### src/rtl/pipe_pkg.sv
// Shared pipeline types and constants for the fetch/decode boundary.
package pipe_pkg;
  localparam int INSTR_W = 16;
  localparam logic [INSTR_W-1:0] NOP_INSTR = 16'h0800;
  localparam logic [4:0] OPC_HALT = 5'b00000;

  typedef struct packed {
    logic [INSTR_W-1:0] instr;
    logic [INSTR_W-1:0] pc_inc;
  } ifid_entry_t;

  function automatic logic is_halt(input logic [INSTR_W-1:0] instr);
    return instr[15:11] == OPC_HALT;
  endfunction
endpackage

### src/rtl/ifid_fifo2.sv
// Two-entry circular store with head pointer and occupancy count.
// Push and pop are assumed pre-gated by the caller; clear wins over both.
module ifid_fifo2
  import pipe_pkg::*;
#(
  parameter int DEPTH = 2
) (
  input  logic        clk,
  input  logic        rst,
  input  logic        push,
  input  logic        pop,
  input  logic        clear,
  input  ifid_entry_t wdata,
  output ifid_entry_t head,
  output logic [1:0]  count
);

  ifid_entry_t mem_q [DEPTH];
  ifid_entry_t mem_d [DEPTH];
  logic        head_q, head_d;
  logic [1:0]  count_q, count_d;
  logic        do_push, do_pop, tail;

  assign do_push = push && !clear && (count_q != 2'd2);
  assign do_pop  = pop  && !clear && (count_q != 2'd0);
  assign tail    = head_q ^ count_q[0];

  always_comb begin
    for (int i = 0; i < DEPTH; i++) mem_d[i] = mem_q[i];
    if (do_push) mem_d[tail] = wdata;
  end

  always_comb begin
    head_d  = head_q;
    count_d = count_q;
    if (clear) begin
      head_d  = 1'b0;
      count_d = 2'd0;
    end else begin
      if (do_pop) head_d = ~head_q;
      // Simultaneous push/pop leaves the count alone; at count 1 the
      // freshly written slot is exactly where the head moves to.
      case ({do_push, do_pop})
        2'b10:   count_d = count_q + 2'd1;
        2'b01:   count_d = count_q - 2'd1;
        default: count_d = count_q;
      endcase
    end
  end

  always_ff @(posedge clk) begin
    for (int i = 0; i < DEPTH; i++) mem_q[i] <= mem_d[i];
  end

  always_ff @(posedge clk or posedge rst) begin
    if (rst) begin
      head_q  <= 1'b0;
      count_q <= 2'd0;
    end else begin
      head_q  <= head_d;
      count_q <= count_d;
    end
  end

  assign head  = mem_q[head_q];
  assign count = count_q;

endmodule

### src/rtl/if_id_buffer.sv
// IF/ID buffer: push/pop gating, flush priority, HALT capture, NOP on empty.
// Optional idle-cycle counter enabled by `define IFID_BUBBLE_CNT_EN.
module if_id_buffer #(
  parameter int          DEPTH     = 2,
  parameter logic [15:0] NOP_INSTR = 16'h0800
) (
  input  logic        clk,
  input  logic        rst,
  input  logic [15:0] instr_in,
  input  logic [15:0] pc_inc_in,
  input  logic        valid_in,
  input  logic        stall,
  input  logic        flush,
  output logic [15:0] instr_out,
  output logic [15:0] pc_inc_out,
  output logic        valid_out,
  output logic        full,
`ifdef IFID_BUBBLE_CNT_EN
  output logic [15:0] bubble_cnt,
`endif
  output logic        halt_pending
);
  import pipe_pkg::*;

  ifid_entry_t wdata, head;
  logic [1:0]  count;
  logic        push, pop;
  logic        halt_q, halt_d;

  assign wdata     = '{instr: instr_in, pc_inc: pc_inc_in};
  assign full      = (count == 2'd2);
  assign valid_out = (count != 2'd0);
  assign push      = valid_in && !full && !flush && !halt_q;
  assign pop       = valid_out && !stall && !flush;

  ifid_fifo2 #(.DEPTH(DEPTH)) u_fifo (
    .clk   (clk),
    .rst   (rst),
    .push  (push),
    .pop   (pop),
    .clear (flush),
    .wdata (wdata),
    .head  (head),
    .count (count)
  );

  // Once a HALT is accepted, capture stays closed until a redirect.
  always_comb begin
    halt_d = halt_q;
    if (flush)                         halt_d = 1'b0;
    else if (push && is_halt(instr_in)) halt_d = 1'b1;
  end

  always_ff @(posedge clk or posedge rst) begin
    if (rst) halt_q <= 1'b0;
    else     halt_q <= halt_d;
  end

  assign halt_pending = halt_q;
  assign instr_out    = valid_out ? head.instr  : NOP_INSTR;
  assign pc_inc_out   = valid_out ? head.pc_inc : 16'h0000;

`ifdef IFID_BUBBLE_CNT_EN
  logic [15:0] bubble_cnt_q, bubble_cnt_d;

  // An empty buffer after a drained HALT is a stopped core, not a bubble.
  always_comb begin
    bubble_cnt_d = bubble_cnt_q;
    if (!valid_out && (!halt_q || count != 2'd0)) bubble_cnt_d = bubble_cnt_q + 16'd1;
  end

  always_ff @(posedge clk or posedge rst) begin
    if (rst) bubble_cnt_q <= 16'd0;
    else     bubble_cnt_q <= bubble_cnt_d;
  end

  assign bubble_cnt = bubble_cnt_q;
`endif

endmodule

### config.mk
export PLATFORM = sky130hd
export DESIGN_NAME = if_id_buffer
export DESIGN_NICKNAME = d
export VERILOG_FILES = /design/src/rtl/pipe_pkg.sv /design/src/rtl/ifid_fifo2.sv /design/src/rtl/if_id_buffer.sv
export SDC_FILE = /design/constraint.sdc
export NUM_CORES = 1
export LEC_CHECK = 0
export ABC_AREA = 1
export CORE_MARGIN = 5
export CORE_UTILIZATION = 51
export CTS_BUF_LIST = sky130_fd_sc_hd__clkbuf_16
export DETAILED_ROUTE_END_ITERATION = 10
export PLACE_DENSITY_LB_ADDON = 0.1
export SYNTH_ARGS = -nofsm -noshare
export SYNTH_HDL_FRONTEND = slang
export SYNTH_SLANG_ARGS = --single-unit
### constraint.sdc
create_clock -name clk -period 7.9 [get_ports clk]
set_clock_uncertainty 0.05 [all_clocks]
set_input_delay 1.58 -clock clk [delete_from_list [all_inputs] [get_ports clk]]
set_output_delay 1.58 -clock clk [all_outputs]
set_load 0.02 [all_outputs]
==> impl_metrics.toml <==
[run_status]
status = "complete, no violations"

[floorplanning]
coreArea_sq_um = 5140
die_x_um = 82.76
rows = 26
die_h_um = 82.76
die_area_sq_um = 6849
io_pins = 72
start_util = 0.5253

[placed_design]
pre_cts_slack_ps = 3814
io_buffer_count = 71
place.gp.congestion = 0.8320
place_hpwl_mm = 3.227

[power_and_ir_drop]
vdd_drop_max_mv = 0.1767
p_sw_frac = 0.2726
pwr-share-seq = 0.416
internal_power_uw = 775.1
p_leak_uw = 0.001363
pwr-share-clk = 0.338
pwr-share-comb = 0.246
powerDensity_nw_per_um2 = 286.0
p_switching_uw = 290.4

[yosys]
avgSynthCellArea_sq_um = 12.22
synth.mux.area_fraction = 0
ys_seq_area_frac = 0.7488
synth-compound-area-share = 0.06302
synth-simple-area-share = 0.1441
synth_xor_area_frac = 0.003244
synthTopCellsByCount = "77 x nand2_1, 64 x edfxtp_1, 32 x a21oi_1"
syn-cell-area_sq_um = 2700
synth_top_family_by_area = "simple AND/OR/NAND/NOR gates"
synth_top_area_cell = "edfxtp_1"
synth_top_area_frac = 0.7118
synth_ff_type = "edfxtp_1"
yosysMostFrequentCell = "nand2_1"
synth_fa_ha_area_frac = 0
synth_edf_count = 64
synth_cell_types = 17
ys_top_cells_by_area = "edfxtp_1 71%, nand2_1 11%, a21oi_1 5.9%"
synth_seq_cells = 68
async_flop_share = 0.05882
synthCells = 221
synth_nets = 258
ys_warn_count = 0

[global_routing]
grt_max_degree = 37
grt_first_pass_wirelength_mm = 8.197
grt_pass1_vias = 1720
grt_overflow = 0
antenna_found_initial = 0
grt_use_total = 0.1684

[clock_network]
cts_htree_levels = 3
root_buffer = "clkbuf_16"
cts_tree = "done"
cts_num_sinks = 68
cts_setup_buffers = 0
clk_latency_ps = 310
hold_buffers = 0
cts_made_buffers = 9
cts_buffer_depth = 2
clkTransAtPathRegs_ps = 50
cts_resized = 0

[critical_path]
end_kind = "output pin"
reg2reg_from = "u_fifo.head_q"
crit_fanout = 36
crit_type = "flip-flop to output pin"
cpPeakStageDelay_ps = 810
cp_num_buf_inv = 3
path_cells = "buf_4 > inv_1 > nand2_1 > a21oi_1 > clkdlybuf4s50_1"
startpoint_type = "flip-flop"
crit_required_ps = 6270
cp.arrival_ps = 2700
cp_top_family = "buffers and inverters"
critPathSlowestCell = "inv_1"
cp-startpoint = "u_fifo.head_q"

[sta]
max_freq_mhz = 230.8
rsz0062_at_grt = "no"
drv_slew = 0
hold_viol_final = 0
slew_headroom = 0.2976
setup_viol_count_final = 0
finalCritPeriodShare = 0.5484
period_needed_ps = 4333
setup_tns_ps = 0
tightest_slew_ps = 1052
fin_ws_ps = 3567

[drt]
met1Wirelength_mm = 2.197
drt-wirelength-per-cell_um = 14.45
viasPerCell = 4.918
wl_met2_mm = 2.719
ant_nets = 0
vias = 1805
wl_mm = 5.302
dr.max_layer_used = "met4"
drc = 0
first_iter_violations = 113
drt-pass1-iter-count = 4
route.met3.wl_um = 353

[layout]
nets = 330
regArea_sq_um = 2022
drive_gt1_frac = 0.05724
multi_input_area_sq_um = 583.1
antenna_cells = 0
syn2layout_area_growth_pct = 38.00
nFillCells = 401

[flow_run]
maxCapViolations = 0

[min_path]
hold_path_startpoint = "u_fifo.count[1]"
min_path_type = "flip-flop to flip-flop"
==> per-stage QoR <==
stage	instances	area, sq um	power, uW	hold WS (ps)	utilization
global placement	352	3452	711.8	518.2	0.6716
global route	367	3726	1117	543.1	0.7249
CTS	367	3726	1078	524.5	0.7249
finish	367	3726	1065	523.0	0.7249
detailed placement	352	3452	714.6	515.0	0.6716
floorplan	221	2700	595.3	483.6	-
==> power by group through the flow <==
stage	Sequential [uW]	Clock, uW	Combinational, uW
3_3_place_gp	449	0	262
6_report	443	361	262
4_1_cts	443	368	267
3_5_place_dp	450	0	265
5_1_grt	445	389	284
2_1_floorplan	446	0	149
==> logic make-up after synthesis <==
logic type                Yosys count
AOI/OAI and AO/OA                  34
and+or+nand+nor                    96
DFF                                68
xor gates and xnor gates            1
buffers and inverters              22
==> state kept, by name, summed over array words and instances (netlist names) <==
signal         cells
halt_pending       1
u_fifo.count       2
u_fifo.head_q      1
u_fifo.mem_q      64
==> worst min-delay path, delay by kind of cell (launching register included) <==
family / cells / cell delay (ps)
flops: 1 / 420
simple gates: 2 / 110
==> final timing paths <==
kind | to | slack, ps | cells past startpoint
max | pc_inc_out[15] | 3570 | 5
min | u_fifo.count[1] | 520 | 2
max reg2reg | u_fifo.mem_q[0][27] | 5670 | 4
min reg2reg | u_fifo.count[1] | 520 | 2
max in group asynchronous | u_fifo.head_q | 6260 | 2
min in group asynchronous | halt_pending | 1400 | 2
==> layout make-up <==
cell class	instances	area share
Clock inverter	6	0.01310
Inverter	11	0.01108
Timing Repair Buffer	72	0.1927
Multi-Input combinational cell	131	0.1565
Tap cell	70	0.02351
Clock buffer	9	0.06044
Sequential cell	68	0.5426
==> cells in the final DEF, fill, tap and decap left out <==
master / instances
nand2_1: 77
clkdlybuf4s50_1: 71
edfxtp_1: 64
a21oi_1: 32
inv_1: 13
clkbuf_16: 9
nor2_1: 6
nand3_1: 5
dfrtp_1: 4
nor2_4: 3
clkinv_1: 3
nor2_2: 2
o21ai_0: 2
nand3_2: 1
nand4_1: 1
nor3_1: 1
xnor2_1: 1
bufinv_16: 1
buf_4: 1
==> per-layer routing <==
metal  track usage  up-vias
met5             0        -
met4       0.06209        0
met3       0.06508        2
met2        0.2740       54
met1        0.2036      847
li1              -      902
Power figures use the tool's default switching activity.
